<file path="config.mk">
export PLATFORM = sky130hd
export DESIGN_NAME = mem_port_arbiter
export DESIGN_NICKNAME = d
export VERILOG_FILES = /design/src/rtl/astro_mem_pkg.sv /design/src/rtl/read_tag_pipe.sv /design/src/rtl/mem_port_arbiter.sv
export SDC_FILE = /design/constraint.sdc
export NUM_CORES = 1
export LEC_CHECK = 0
export CAP_MARGIN = 20
export CORE_UTILIZATION = 35
export DETAILED_ROUTE_END_ITERATION = 10
export DONT_BUFFER_PORTS = 1
export MAX_ROUTING_LAYER = met4
export PLACE_DENSITY = 0.52
export SETUP_SLACK_MARGIN = 0.2
export SLEW_MARGIN = 15
export SYNTH_ARGS = -nofsm -noshare
export SYNTH_HDL_FRONTEND = slang
export SYNTH_SLANG_ARGS = --single-unit
</file>
<file path="constraint.sdc">
create_clock -name clk -period 1.7 [get_ports clk]
set_input_delay 0.34 -clock clk [delete_from_list [all_inputs] [get_ports clk]]
set_output_delay 0.34 -clock clk [all_outputs]
set_load 0.005 [all_outputs]
</file>
<file path="src/rtl/astro_mem_pkg.sv">
// Shared definitions for the frame-memory port arbiter.
// Provides requester index constants, the arbiter state enum and the
// per-requester command bundle used to mux onto the memory port.
package astro_mem_pkg;

    localparam int          NUM_REQ = 3;
    localparam int unsigned ADDR_W  = 7;
    localparam int unsigned DATA_W  = 32;
    localparam int unsigned ID_W    = 2;

    localparam logic [ID_W-1:0] REQ_TEMP = 2'd0;
    localparam logic [ID_W-1:0] REQ_WIND = 2'd1;
    localparam logic [ID_W-1:0] REQ_RES  = 2'd2;

    typedef enum logic [1:0] {
        IDLE,
        DRAIN,
        BUSY
    } arb_state_e;

    typedef struct packed {
        logic              rd_wr;
        logic [ADDR_W-1:0] row;
        logic [ADDR_W-1:0] col;
        logic              tem_win;
    } req_bundle_t;

endpackage

</file>
<file path="src/rtl/read_tag_pipe.sv">
// Read tag pipe: an RD_LAT-deep shift register of {valid, id} that tracks
// which requester issued each in-flight memory read.
// Ports:
//   clk, rst_n          clock, asynchronous active-low reset
//   push, push_id       a read beat was issued this cycle, by requester push_id
//   head_valid, head_id entry whose read data is on the memory bus this cycle
//   empty               no read is in flight anywhere in the pipe
module read_tag_pipe
    import astro_mem_pkg::*;
#(
    parameter int unsigned RD_LAT = 2
) (
    input  logic            clk,
    input  logic            rst_n,
    input  logic            push,
    input  logic [ID_W-1:0] push_id,
    output logic            head_valid,
    output logic [ID_W-1:0] head_id,
    output logic            empty
);

    logic [RD_LAT-1:0]           valid_q;
    logic [RD_LAT-1:0][ID_W-1:0] id_q;

    always_ff @(posedge clk or negedge rst_n) begin
        if (!rst_n) begin
            valid_q <= '0;
            id_q    <= '0;
        end else begin
            valid_q[0] <= push;
            id_q[0]    <= push_id;
            for (int i = 1; i < int'(RD_LAT); i++) begin
                valid_q[i] <= valid_q[i-1];
                id_q[i]    <= id_q[i-1];
            end
        end
    end

    assign head_valid = valid_q[RD_LAT-1];
    assign head_id    = id_q[RD_LAT-1];
    assign empty      = ~|valid_q;

endmodule

</file>
<file path="src/rtl/mem_port_arbiter.sv">
// Frame-memory port arbiter for the template reader (0), window reader (1)
// and NCC result writer (2). Grants one requester at a time with bounded
// bursts, drains in-flight reads before a write turnaround, routes read
// returns to their issuer and counts result writes per frame.
// Ports:
//   clk, rst_n            clock, asynchronous active-low reset
//   req, rd_wr_in         per-requester request and read(0)/write(1)
//   row_in, col_in        per-requester address
//   tem_win_in            per-requester address-format select
//   wdata_in              write data (requester 2 only)
//   gnt                   one-hot grant
//   rvalid, rdata         one-hot read-return strobe and broadcast data
//   mem_*                 memory-side command / read data
//   frame_done            one-cycle pulse after the last result write of a frame
module mem_port_arbiter
    import astro_mem_pkg::*;
#(
    parameter int unsigned RD_LAT         = 2,
    parameter int unsigned MAX_BURST      = 16,
    parameter int unsigned SETS_PER_FRAME = 150
) (
    input  logic                       clk,
    input  logic                       rst_n,
    input  logic [NUM_REQ-1:0]         req,
    input  logic [NUM_REQ-1:0]         rd_wr_in,
    input  logic [NUM_REQ-1:0][6:0]    row_in,
    input  logic [NUM_REQ-1:0][6:0]    col_in,
    input  logic [NUM_REQ-1:0]         tem_win_in,
    input  logic [DATA_W-1:0]          wdata_in,
    output logic [NUM_REQ-1:0]         gnt,
    output logic [NUM_REQ-1:0]         rvalid,
    output logic [DATA_W-1:0]          rdata,
    output logic                       mem_req,
    output logic                       mem_rd_wr,
    output logic [DATA_W-1:0]          mem_write_data,
    output logic [ADDR_W-1:0]          mem_row,
    output logic [ADDR_W-1:0]          mem_col,
    output logic                       mem_tem_win,
    input  logic [DATA_W-1:0]          mem_read_data,
    output logic                       frame_done
);

    localparam int unsigned BEAT_W = $clog2(MAX_BURST + 1);

    arb_state_e        state_q, state_d;
    logic [ID_W-1:0]   owner_q, owner_d;
    logic              rr_q, rr_d;          // 1: favour window on a 0/1 tie
    logic [BEAT_W-1:0] beat_cnt_q, beat_cnt_d;
    logic [7:0]        frame_cnt_q, frame_cnt_d;
    logic              frame_done_q, frame_done_d;

    logic              owner_req;
    logic              beat;
    logic              pipe_push;
    logic              pipe_empty;
    logic              head_valid;
    logic [ID_W-1:0]   head_id;
    logic [ID_W-1:0]   winner;
    req_bundle_t       owner_bundle;

    assign owner_req = req[owner_q];
    assign beat      = (state_q == BUSY) && owner_req;
    assign pipe_push = beat && !owner_bundle.rd_wr;

    always_comb begin
        owner_bundle = '0;
        for (int k = 0; k < NUM_REQ; k++) begin
            if (owner_q == ID_W'(k)) begin
                owner_bundle.rd_wr   = rd_wr_in[k];
                owner_bundle.row     = row_in[k];
                owner_bundle.col     = col_in[k];
                owner_bundle.tem_win = tem_win_in[k];
            end
        end
    end

    read_tag_pipe #(
        .RD_LAT(RD_LAT)
    ) u_read_tag_pipe (
        .clk       (clk),
        .rst_n     (rst_n),
        .push      (pipe_push),
        .push_id   (owner_q),
        .head_valid(head_valid),
        .head_id   (head_id),
        .empty     (pipe_empty)
    );

    // Arbitration and burst control
    always_comb begin
        state_d    = state_q;
        owner_d    = owner_q;
        rr_d       = rr_q;
        beat_cnt_d = beat_cnt_q;
        winner     = owner_q;
        unique case (state_q)
            IDLE: begin
                if (|req) begin
                    if (req[REQ_RES]) begin
                        winner = REQ_RES;
                    end else if (req[REQ_TEMP] && req[REQ_WIND]) begin
                        winner = rr_q ? REQ_WIND : REQ_TEMP;
                    end else if (req[REQ_TEMP]) begin
                        winner = REQ_TEMP;
                    end else begin
                        winner = REQ_WIND;
                    end
                    owner_d    = winner;
                    beat_cnt_d = '0;
                    if (winner != REQ_RES) begin
                        rr_d = (winner == REQ_TEMP);
                    end
                    // Write turnaround must wait for outstanding reads to return
                    state_d = (winner == REQ_RES && !pipe_empty) ? DRAIN : BUSY;
                end
            end
            DRAIN: begin
                if (pipe_empty) begin
                    state_d = BUSY;
                end
            end
            BUSY: begin
                if (!owner_req) begin
                    state_d    = IDLE;
                    beat_cnt_d = '0;
                end else if (beat_cnt_q == BEAT_W'(MAX_BURST - 1)) begin
                    state_d    = IDLE;
                    beat_cnt_d = '0;
                end else begin
                    beat_cnt_d = beat_cnt_q + BEAT_W'(1);
                end
            end
            default: state_d = IDLE;
        endcase
    end

    // Frame counter: a pulse frees the count so a same-cycle beat starts the next frame
    always_comb begin
        frame_cnt_d  = frame_cnt_q;
        frame_done_d = 1'b0;
        if (beat && owner_q == REQ_RES) begin
            if (frame_cnt_q == 8'(SETS_PER_FRAME - 1)) begin
                frame_cnt_d  = '0;
                frame_done_d = 1'b1;
            end else begin
                frame_cnt_d = frame_cnt_q + 8'd1;
            end
        end
    end

    always_ff @(posedge clk or negedge rst_n) begin
        if (!rst_n) begin
            state_q      <= IDLE;
            owner_q      <= REQ_TEMP;
            rr_q         <= 1'b0;
            beat_cnt_q   <= '0;
            frame_cnt_q  <= '0;
            frame_done_q <= 1'b0;
        end else begin
            state_q      <= state_d;
            owner_q      <= owner_d;
            rr_q         <= rr_d;
            beat_cnt_q   <= beat_cnt_d;
            frame_cnt_q  <= frame_cnt_d;
            frame_done_q <= frame_done_d;
        end
    end

    // Memory command and read-return outputs
    always_comb begin
        gnt            = '0;
        mem_req        = 1'b0;
        mem_rd_wr      = 1'b0;
        mem_write_data = '0;
        mem_row        = '0;
        mem_col        = '0;
        mem_tem_win    = 1'b0;
        if (state_q == BUSY) begin
            for (int k = 0; k < NUM_REQ; k++) begin
                gnt[k] = (owner_q == ID_W'(k));
            end
            mem_req        = owner_req;
            mem_rd_wr      = owner_bundle.rd_wr;
            mem_row        = owner_bundle.row;
            mem_col        = owner_bundle.col;
            mem_tem_win    = owner_bundle.tem_win;
            mem_write_data = (owner_q == REQ_RES) ? wdata_in : '0;
        end
    end

    always_comb begin
        rvalid = '0;
        rdata  = '0;
        if (head_valid) begin
            for (int k = 0; k < NUM_REQ; k++) begin
                rvalid[k] = (head_id == ID_W'(k));
            end
            rdata = mem_read_data;
        end
    end

    assign frame_done = frame_done_q;

endmodule

</file>
[Word-level counts from Yosys, hierarchy flattened]
Index checks and enable logic that the tools add are counted.
Widths: inputs -> output; s select.
Word-level totals
  logic and storage cells: 76
  input port bits: 117
  register bits after elaboration: 25
  output and inout bits: 88
Cells by class
  magnitude comparators: 1
  add/subtract/negate cells: 2
  equal/unequal tests: 13
  reduce and logical (&&, ||, !) cells: 17
  multiplexer cells: 34
Operator list (number)
  $mux 32: 3
  $mux 16: 3
  $mux 2: 8
  $mux 5: 3
  $mux 7: 2
  $pmux 5 s2: 1
  $mux 1: 9
  $add 8x1->8 const B: 1
  $eq 2x2->1 const B: 4
  $eq 8x8->1 const B: 1
  $logic_not 2->1: 4
  $mux 8: 1
  $eq 2x1->1 const B: 3
  $mux 3: 2
  $ne 2x2->1 const B: 3
  $pmux 2 s3: 1
  $reduce_and 3->1: 2
  $add 5x1->5 const B: 1
  $eq 5x4->1 const B: 1
  $logic_and 1x1->1: 5
  $reduce_and 2->1: 2
  $lt 2x3->1 const B: 1
  $ne 3x2->1 const B: 1
  $reduce_or 3->1: 1
  4 further kinds: 4

[Longest topological paths before layout]
Gate-level depths: netlist of the first run.
  depth in word-level cells: 10
  gate-level depth with buffers: 7
  gate-level depth less buffers: 6

[Hierarchy]
From an unflattened synthesis of the first run, not the netlist that was laid out.
Second synthesis, totals
  cell total of the unflattened synthesis: 261
  area total of the unflattened synthesis: 2060.7 um^2
By module, submodules not included
  mem_port_arbiter: area each 1891.8 um^2, sequential area each 475.5 um^2, cells an instance 252, times used 1
  read_tag_pipe: area each 168.9 um^2, sequential area each 150.1 um^2, cells an instance 9, times used 1

[Worst setup path after synthesis of the first run]
No wires, ideal clock.
  kind: register -> output
  start point: register owner_q[1]
  end point: output port mem_col[5]
  arrival: 1.330 ns
  stages on the path, launching flop included: 8
  slack: 0.030 ns
  data required time: 1.360 ns
  cell sequence: dfrtp_1 > buf_2 > buf_4 > buf_2 > mux2i_1 > nor2_1 > a21oi_1 > nor2_1
On the way
  longest elaborated chain between the ends: 5
  elaborated cells between the ends (all ways): 7
Ends and longest elaborated chain
  from (decl): line mem_port_arbiter.sv:46  | logic [ID_W-1:0] owner_q, owner_d;
  from (signal assigned): line mem_port_arbiter.sv:161  | owner_q <= owner_d;
  $logic_not 2->1: line mem_port_arbiter.sv:68  | if (owner_q == ID_W'(k)) begin
  $mux 16 (2 in a row): line mem_port_arbiter.sv:68
  $mux 16 *: line mem_port_arbiter.sv:68
  $mux 7 *: line mem_port_arbiter.sv:178  | if (state_q == BUSY) begin
  to (decl): line mem_port_arbiter.sv:37  | output logic [ADDR_W-1:0] mem_col,
Mark *: on every way between the ends. The rest lies on a longest branch, timed or not.

[Worst setup path in the final report of the first run]
  start point: register state_q[0]
  end point: output port mem_write_data[4]
On the way
  longest elaborated chain between the ends: 2
Ends and longest elaborated chain
  from (decl): line mem_port_arbiter.sv:45  | arb_state_e state_q, state_d;
  from (signal assigned): line mem_port_arbiter.sv:160  | state_q <= state_d;
  $eq 2x2->1: line mem_port_arbiter.sv:178
  $mux 32: line mem_port_arbiter.sv:178
  to (decl): line mem_port_arbiter.sv:35  | output logic [DATA_W-1:0] mem_write_data,
No other way between the ends.

==> results of run 1 <==
==> cells by family after synthesis <==
group	share of synthesized area, %
muxes	8.18
xor gates and xnor gates	0.842
and+or+nand+nor	39.6
DFF	30.1
adders and majority gates	1.80
buffers and inverters	5.65
AOI/OAI and AO/OA	13.8
==> cell type report <==
| class | instances | area [um2] |
|---|---|---|
| Clock buffer | 4 | 45.0 |
| Tap cell | 72 | 90.1 |
| Timing Repair Buffer | 30 | 343 |
| Sequential cell | 25 | 627 |
| Inverter | 4 | 15.0 |
| Multi-Input combinational cell | 215 | 1520 |
| Antenna cell | 4 | 10.0 |
| Fill cell | 543 | 2960 |
==> state kept, by name, summed over array words and instances, names as in the netlist <==
name                     cells
frame_cnt_q                  8
beat_cnt_q                   5
owner_q                      2
state_q                      2
u_read_tag_pipe.head_id      2
u_read_tag_pipe.id_q         2
u_read_tag_pipe.valid_q      2
frame_done                   1
rr_q                         1
==> critical path, stage by stage (launching register included) <==
cell and delay [ps]:
dfrtp_1 410, and4bb_4 440, clkbuf_16 180, and2_4 140
==> metrics by stage <==
step | hold slack [ps] | instance area, um2 | util, % | setup slack (ps) | cells
floorplan | 44.4 | 2140 | - | 171 | 263
global placement | 45.1 | 2210 | 39.3 | 190 | 330
detailed placement | 45.3 | 2210 | 39.3 | 196 | 330
CTS | 185 | 2390 | 42.7 | -37.8 | 343
global route | 191 | 2650 | 47.2 | -141 | 354
finish | 194 | 2650 | 47.2 | -82.3 | 354
==> cell usage in the layout (no fill, tap or decap), types with 2 or more instances in the layout <==
master	n
and2_4	33
ha_1	3
nor2_1	40
a21oi_1	21
buf_6	8
nor3_4	2
buf_4	15
clkbuf_8	3
mux2i_1	16
a21o_1	2
o21a_1	3
dfrtp_1	24
and3b_1	2
nand3b_1	3
buf_12	4
o21ai_0	6
diode_2	4
o211ai_1	2
o21ai_1	2
and2_1	33
clkbuf_16	2
nand3_1	6
inv_1	4
nand2_1	9
==> per-layer routing <==
metal	up-vias	track usage [%]
met2	118	30.3
li1	917	-
met4	0	3.82
met1	907	21.1
met3	4	11.4
met5	-	-
==> power groups by stage <==
stage / Sequential (uW) / Combinational, uW / Clock [uW]
2_1_floorplan: 908 / 1810 / 0
3_3_place_gp: 951 / 2120 / 0
3_5_place_dp: 955 / 2130 / 0
4_1_cts: 950 / 2410 / 367
5_1_grt: 990 / 3130 / 398
6_report: 958 / 2870 / 356
==> how the worst min path moves through the flow <==
stage,startpoint,to,slack [ps]
6_report,req[2],owner_q[0],190
5_1_grt,req[2],owner_q[0],190
4_1_cts,req[2],owner_q[0],190
3_5_place_dp,rst_n,beat_cnt_q[0],50
3_3_place_gp,rst_n,beat_cnt_q[0],50
2_1_floorplan,rst_n,beat_cnt_q[0],40
==> timing repair <==
| item | in CTS | in global routing |
|---|---|---|
| gates resized for setup | 17 | 45 |
| pin swaps | 1 | 20 |
| cloned | 1 | 3 |
| setup buffers | 6 | 4 |
| hold buffers | 2 | 0 |
| hold endpoints to repair | 25 | 0 |
| setup endpoints to repair | 53 | 69 |
==> impl_metrics.json, run 1 <==
{
  "start_util_pct": 37.1,
  "synth.distinct_cells": 42,
  "yosys_warnings": 0,
  "ys_seq_elements": 25,
  "gp_congestion": 0.822,
  "path_clk_slew_ps": 90,
  "max_cap_violations": 0,
  "grt_pass1_wl_mm": 8.69,
  "die_w_um": 79.1,
  "cp-end-kind": "primary output",
  "via_count": 1946,
  "swShare_pct": 41.9,
  "cts_buffer_depth": 2,
  "critical_path.max_fanout": 8,
  "yosysTopAreaCell": "dfrtp_1",
  "wl_met2_mm": 3.32,
  "numCtsBuffers": 3,
  "slew_headroom_pct": 82.9,
  "area_delta_synth_final_pct": 27.2,
  "grt.total_usage_pct": 19.3,
  "syn_nets": 383,
  "fp-row-count": 27,
  "worstReg2RegEnd": "frame_cnt_q[4]",
  "die_area_mm2": 0.00626,
  "root_buffer": "clkbuf_8",
  "synth_area_leaders": "dfrtp_1 30%, and2_1 20%, mux2i_1 8.2%",
  "ant_nets": 0,
  "htreeDepth": 1,
  "synth_edf_count": 0,
  "wl_met1_mm": 2.40,
  "static-leakage-power_uw": 0.00121,
  "grt_pass1_vias": 1599,
  "wl_mm": 6.75,
  "finalSetupTns_ps": -2260,
  "drive_above_1_share_pct": 30.6,
  "ff2ff_setup_slack_ps": 0,
  "post-route-min-period_ps": 1780,
  "netlist_instances": 263,
  "r2r_cells": 6,
  "crit_end": "mem_write_data[4]",
  "async_reset_ff_share_pct": 100,
  "core_area_mm2": 0.00561,
  "netlist_area_mm2": 0.00208,
  "finalPower_uw": 4180,
  "setup_viol": 39,
  "p_per_area_mw_per_mm2": 1580,
  "numPortBuffers": 0,
  "seqPwrFrac_pct": 22.9,
  "synth_area_per_cell_um2": 7.91,
  "wire_per_inst_um": 19.1,
  "clkPwrFrac_pct": 8.5,
  "power.switching_uw": 1750,
  "worst_pin_slew_ps": 257,
  "worst-setup-path-type": "flop to primary output",
  "cts_tree": "done",
  "dr.pass1.iters": 4,
  "topRoutingLayerUsed": "met4",
  "hold_depth": 1,
  "wl_met3_um": 995,
  "start_kind": "flop",
  "synth_sequential_area_ratio_pct": 30.1,
  "vdd_ir_drop_max_v": 0.000663,
  "required_ps": 1360,
  "r2r_start": "state_q[0]",
  "clock_latency_ps": 270,
  "fmax_mhz": 561,
  "finClkSkew_ps": 2.38,
  "grt_overflow": 0,
  "hp-class": "input pin to flop",
  "critPathLaunch": "state_q[0]",
  "violations": "setup timing",
  "combPwrFrac_pct": 68.6,
  "antenna_found_initial": 4,
  "yosysMostFrequentCell": "and2_1",
  "synth_top_area_share_pct": 30.1,
  "vias_per_cell": 5.50,
  "die_y_um": 79.1,
  "slew_viol_final": 0,
  "setup_ws_ps": -82.3,
  "outcome": "finished, violations left",
  "finalCritPeriodShare_pct": 105,
  "nets": 399,
  "rsz0062_at_grt": "true",
  "dpl.hpwl_mm": 5.31,
  "cp.arrival_ps": 1440,
  "ys.flop_type": "dfrtp_1",
  "hold_violations": 0,
  "drtIter0Drc": 55,
  "cts_sinks": 25,
  "ios": 205,
  "synthTopCellsByCount": "66 x and2_1, 42 x nor2_1, 25 x dfrtp_1",
  "post-route-drc-count": 0,
  "grt_start_max_net_pins": 36,
  "p_int_uw": 2430
}
Power figures use the tool's default switching activity.
==> inputs of run 2 (changes only) <==
Settings changed: ABC_AREA set to 1, RECOVER_POWER set to 100.
==> run 2 against run 1 <==
Compared with the run above:
- the run still ends with setup timing left
- core utilization increased by 0.48 points
- sequential share of layout area shrank 1.6 points
- clock skew grew 3.8 ps
- final cell count up 39%
- wire length rose by 11%
- synthesized cell count up 48%
- register-to-register slack improved by 170 ps
- power grew 19%
- clock-buffer cell count fell by 1
- synthesized area increased by 4.7%
- critical endpoint is now mem_row[3]
- highest routed layer is now met3
==> impl_metrics.json, run 2 <==
{
  "gp_congestion": 0.825,
  "cp.arrival_ps": 1430,
  "finClkSkew_ps": 6.19,
  "largest_register_ffs": 8,
  "setup_viol": 25,
  "hold_depth": 2,
  "post-route-min-period_ps": 1770,
  "synth_top_family_by_area": "simple AND/OR/NAND/NOR gates",
  "root_buffer": "clkbuf_8",
  "ys.flop_type": "dfrtp_1",
  "nets": 532,
  "netlist_instances": 390,
  "post-route-drc-count": 0,
  "area_delta_synth_final_pct": 30.3,
  "top_regs": "frame_cnt_q x8, beat_cnt_q x5",
  "vdd_ir_drop_max_v": 0.000743,
  "critical_path.max_fanout": 6,
  "synth_edf_count": 0,
  "worst_pin_slew_ps": 622,
  "grt_pass1_vias": 2016,
  "holdCritStartpoint": "req[2]",
  "cts_tree": "done",
  "slew_headroom_pct": 58.5,
  "whs_endpoint": "owner_q[1]",
  "finalPower_uw": 4960,
  "worst-setup-path-type": "flop to primary output",
  "outcome": "finished, violations left",
  "htreeDepth": 1,
  "async_reset_ff_share_pct": 100,
  "yosys_warnings": 0,
  "p_per_area_mw_per_mm2": 1750,
  "synth_fa_ha_area_share_pct": 1.72,
  "core_area_mm2": 0.00596,
  "fillers": 633,
  "violations": "setup timing",
  "worstReg2RegEnd": "frame_cnt_q[1]",
  "mostFrequentLayoutCell": "nand2_1",
  "regMostFlops": "frame_cnt_q",
  "placed_area_mm2": 0.00229,
  "setup_ws_ps": -72.5,
  "drtIter0Drc": 66,
  "wl_mm": 7.46,
  "slew_viol_final": 0,
  "synthTopCellsByCount": "164 x nand2_1, 57 x inv_1, 53 x nor2_1",
  "yosysMostFrequentCell": "nand2_1",
  "grt.total_usage_pct": 21.8,
  "start_kind": "flop",
  "cts_sinks": 25,
  "dpl.hpwl_mm": 5.77,
  "wire_per_inst_um": 15.2,
  "ff2ff_setup_slack_ps": 170,
  "fmax_mhz": 564,
  "clock_latency_ps": 270,
  "synth_area_per_cell_um2": 5.59,
  "r2r_start": "state_q[0]",
  "ys_seq_elements": 25,
  "ios": 205,
  "numCtsBuffers": 3,
  "synth_xor_area_share_pct": 1.21,
  "postLayoutCellArea_mm2": 0.00284,
  "via_count": 2409,
  "synth_simple_gate_area_share_pct": 50.5,
  "die_area_mm2": 0.00654,
  "start_util_pct": 36.6,
  "dr.pass1.iters": 4,
  "r2r_cells": 8,
  "antenna_found_initial": 3,
  "synth_top_area_share_pct": 28.7,
  "ant_nets": 0,
  "synth_area_leaders": "dfrtp_1 29%, nand2_1 28%, inv_1 9.8%",
  "multiInputGateArea_mm2": 0.00147,
  "cp-end-kind": "primary output",
  "vias_per_cell": 4.91,
  "rsz0062_at_grt": "true",
  "static-leakage-power_uw": 0.00163,
  "cts_buffer_depth": 2,
  "grt_overflow": 0,
  "synth_mux_area_share_pct": 0,
  "finalCritPeriodShare_pct": 104,
  "regArea_um2": 627,
  "required_ps": 1360,
  "grt_start_max_net_pins": 33,
  "synth-compound-area-share_pct": 3.27,
  "synth_sequential_area_ratio_pct": 28.7,
  "hp-class": "input pin to flop",
  "path_clk_slew_ps": 90,
  "hold_violations": 0,
  "drive_above_1_share_pct": 26.5,
  "syn_nets": 510,
  "yosysTopAreaCell": "dfrtp_1",
  "synth.distinct_cells": 28,
  "max_cap_violations": 0,
  "die_w_um": 80.9,
  "grt_pass1_wl_mm": 10.3,
  "final_cell_mix": "151 x nand2_1, 53 x inv_1, 30 x nor2_2",
  "fp-row-count": 28,
  "numPortBuffers": 0,
  "die_y_um": 80.9,
  "netlist_area_mm2": 0.00218
}
run 2: power breakdown:
part	internal (uW)	total, uW	leakage, uW	switching [uW]
Clock	166	364	0.0000217	198
Combinational	1460	3600	0.00128	2140
Sequential	801	1000	0.000328	201
Total	2420	4960	0.00163	2540
run 2: cell type report:
class | instances | share of cell area [%]
multi-input combinational | 287 | 51.9
tap | 75 | 3.31
timing repair inverter | 3 | 0.705
sequential | 25 | 22.1
antenna | 5 | 0.441
timing repair buffer | 30 | 11.2
inverter | 62 | 8.64
clock buffer | 3 | 1.45
clock inverter | 1 | 0.264
run 2: logic make-up after synthesis:
group / after synthesis
buffers and inverters: 78
flip-flops: 25
adder cells (fa/ha/maj): 3
XOR/XNOR: 3
AO/OA/AOI/OAI: 14
AND/OR/NAND/NOR: 267
run 2: through the flow:
stage | util (%) | instances | TNS, ps | setup WS [ps] | hold WS [ps]
3_3_place_gp | 38.4 | 462 | 0 | 214 | 45.0
3_5_place_dp | 38.4 | 462 | 0 | 157 | 45.0
2_1_floorplan | - | 390 | 0 | 271 | 44.4
4_1_cts | 44.5 | 481 | -262 | -37.5 | 192
5_1_grt | 47.6 | 489 | -4030 | -139 | 200
6_report | 47.7 | 491 | -646 | -72.5 | 198
run 2: worst max-delay path: stages (launching register included):
cell and delay, ps:
dfrtp_2 490, nand2_2 120, clkinv_4 110, nand2_4 110
clkinvlp_4 160, nand2_1 110, nand3_2 70
run 2: worst max-delay path by stage:
stage	to	start	depth (start not counted)	slack (ps)
floorplan	mem_col[0]	state_q[0]	5	270
global placement	mem_col[6]	state_q[0]	5	210
detailed placement	mem_row[1]	state_q[0]	5	160
CTS	mem_col[2]	owner_q[0]	8	-40
global route	mem_col[5]	owner_q[1]	6	-140
finish	mem_row[3]	owner_q[1]	6	-70
run 2: per-layer routing:
layer / part of all wire (%) / track usage (%)
met5: 0 / -
met1: 36 / 24.6
met3: 18 / 16.6
met2: 46 / 31.7
met4: 0 / 1.79
run 2: repair_timing:
action / 4_1_cts / 5_1_grt
endpoints found under the hold margin: 25 / 0
cloned: 3 / 2
hold buffers: 2 / 0
endpoints found under the setup margin: 53 / 76
setup buffers: 10 / 3
pin swaps: 3 / 10
resized for setup: 57 / 53
==> inputs of run 3 (changes only) <==
Settings changed: CELL_PAD_IN_SITES_DETAIL_PLACEMENT set to 1, CELL_PAD_IN_SITES_GLOBAL_PLACEMENT set to 1, CORE_UTILIZATION 35 to 34, PLACE_DENSITY 0.52 to 0.77.
==> run 3 against run 2 <==
Compared with the run above:
- clock power rose by 11%
- the flow still finishes with violations (setup timing)
- clock skew barely moved
- sequential share of layout area fell by 1.0 points
- via count rose by 15%
- combinational power rose by 21%
- clock-buffer cell count did not move
- sequential cell count did not move
- core utilization rose by 1.5 points
- critical path type unchanged
- cell area rose by 5.0%
==> impl_metrics.json, run 3 (synthesis results as in run 2) <==
{
  "outcome": "finished, violations left",
  "violations": "setup timing",
  "mostFrequentLayoutCell": "nand2_1",
  "die_area_mm2": 0.00673,
  "dpl.hpwl_mm": 6.35,
  "cts_sinks": 25,
  "layout.cells.non_filler": 500,
  "vias_per_cell": 5.53,
  "static-leakage-power_uw": 0.00172,
  "fp-row-count": 28,
  "hp-class": "input pin to flop",
  "drive_above_1_share_pct": 28.6,
  "r2r_start": "state_q[0]",
  "placed_area_mm2": 0.00234,
  "grt.total_usage_pct": 26.3,
  "slew_viol_final": 0,
  "cp_slowest_stage_delay_ps": 440,
  "cp-end-kind": "primary output",
  "via_count": 2764,
  "post-route-drc-count": 0,
  "grt_pass1_wl_mm": 12.7,
  "clock_latency_ps": 280,
  "die_y_um": 82.0,
  "p_per_area_mw_per_mm2": 1940,
  "slew_headroom_pct": 56.0,
  "postLayoutCellArea_mm2": 0.00298,
  "cts_tree": "done",
  "crit_chain": "nor2_4 > buf_12 > nand2_2 > clkinvlp_4 > nand2_1 > nand3_2",
  "regMostFlops": "frame_cnt_q",
  "root_buffer": "clkbuf_8",
  "grt_start_max_net_pins": 33,
  "slowest_stage": "dfrtp_1",
  "grt_pass1_vias": 2498,
  "whs_endpoint": "rr_q",
  "setup_ws_ps": -160,
  "worstReg2RegEnd": "frame_cnt_q[5]",
  "htreeDepth": 1,
  "area_delta_synth_final_pct": 36.9,
  "ios": 205,
  "setup_viol": 48,
  "path_clk_slew_ps": 100,
  "start_kind": "flop",
  "largest_register_ffs": 8,
  "r2r_cells": 9,
  "die_w_um": 82.0,
  "wire_per_inst_um": 20.6,
  "ff2ff_setup_slack_ps": 40,
  "cts_buffer_depth": 2,
  "fmax_mhz": 538,
  "worst-setup-path-type": "flop to primary output",
  "final_cell_mix": "140 x nand2_1, 48 x inv_1, 40 x nor2_1",
  "dr.pass1.iters": 4,
  "start_util_pct": 35.9,
  "worst_pin_slew_ps": 660,
  "holdCritStartpoint": "req[0]",
  "core_area_mm2": 0.00606,
  "numCtsBuffers": 3,
  "drtIter0Drc": 89,
  "cp.arrival_ps": 1520,
  "ant_nets": 0,
  "numPortBuffers": 0,
  "finClkSkew_ps": 6.21,
  "critical_path.max_fanout": 7,
  "rsz0062_at_grt": "true",
  "antenna_found_initial": 1,
  "wl_mm": 10.3,
  "finalCritPeriodShare_pct": 109,
  "hold_violations": 0,
  "nets": 544,
  "top_regs": "frame_cnt_q x8, beat_cnt_q x5",
  "grt_overflow": 0,
  "dp_cells": 464,
  "gp_congestion": 0.851,
  "required_ps": 1360,
  "hold_ws_ps": 266,
  "vdd_ir_drop_max_v": 0.00105,
  "max_cap_violations": 0,
  "post-route-min-period_ps": 1860,
  "hold_depth": 2
}
## run 3: changes by cell type in the layout (fill, tap and decap cells not counted), sizes merged
cell      change
buf          +17
clkbuf        -4
diode         -3
clkinvlp      -2
inv           +1
## run 3: area by class of cell
class                      count  area, um2
clock buffer                   3       41.3
multi-input combinational    287       1460
timing repair inverter         2       15.0
fill                         816       3080
sequential                    25        628
tap                           75       93.8
inverter                      62        258
antenna                        2       5.00
clock inverter                 1       8.76
timing repair buffer          43        472
## run 3: worst max-delay path by stage
stage,start,depth (start not counted),to
finish,state_q[0],6,mem_row[0]
global route,owner_q[1],7,mem_row[2]
CTS,state_q[1],6,mem_col[6]
detailed placement,state_q[0],5,mem_col[6]
global placement,state_q[0],5,mem_row[0]
floorplan,state_q[0],5,mem_col[0]
## run 3: per-stage QoR
step	setup WS (ps)	total power, uW	setup TNS (ps)	utilization [%]
floorplan	271	2850	0	-
global placement	169	3490	0	38.6
detailed placement	76.7	3600	0	38.6
CTS	-82.1	4890	-1170	45.5
global route	-212	6190	-6760	49.2
finish	-160	5780	-3350	49.2
## run 3: repair_timing
action	CTS	global route
pin swaps	16	10
setup buffers	11	12
hold endpoints to repair	25	0
hold buffers	2	0
gates resized for setup	64	37
endpoints found under the setup margin	77	66
gates cloned	3	2
## run 3: where the power goes
group	leakage, uW	total (uW)	internal, uW	switching (uW)
clock	0.0000261	403	173	231
combinational	0.00136	4340	1800	2530
sequential	0.000326	1040	803	238
total	0.00172	5780	2780	3000
## run 3: critical path, delay by kind of cell (launching register included)
family,cells,cell delay [ps]
simple gates,4,500
buf+inv,2,290
flops,1,440
## run 3: per-layer routing
metal / global-route usage, % / vias to the layer above / wire length [um] / part of all wire [%]
met5: - / - / 0 / 0
met4: 8.42 / 0 / 255 / 2.5
met3: 13.4 / 26 / 1240 / 12
met2: 43.7 / 174 / 5160 / 50
met1: 26.9 / 1326 / 3640 / 35
li1: - / 1238 / - / -
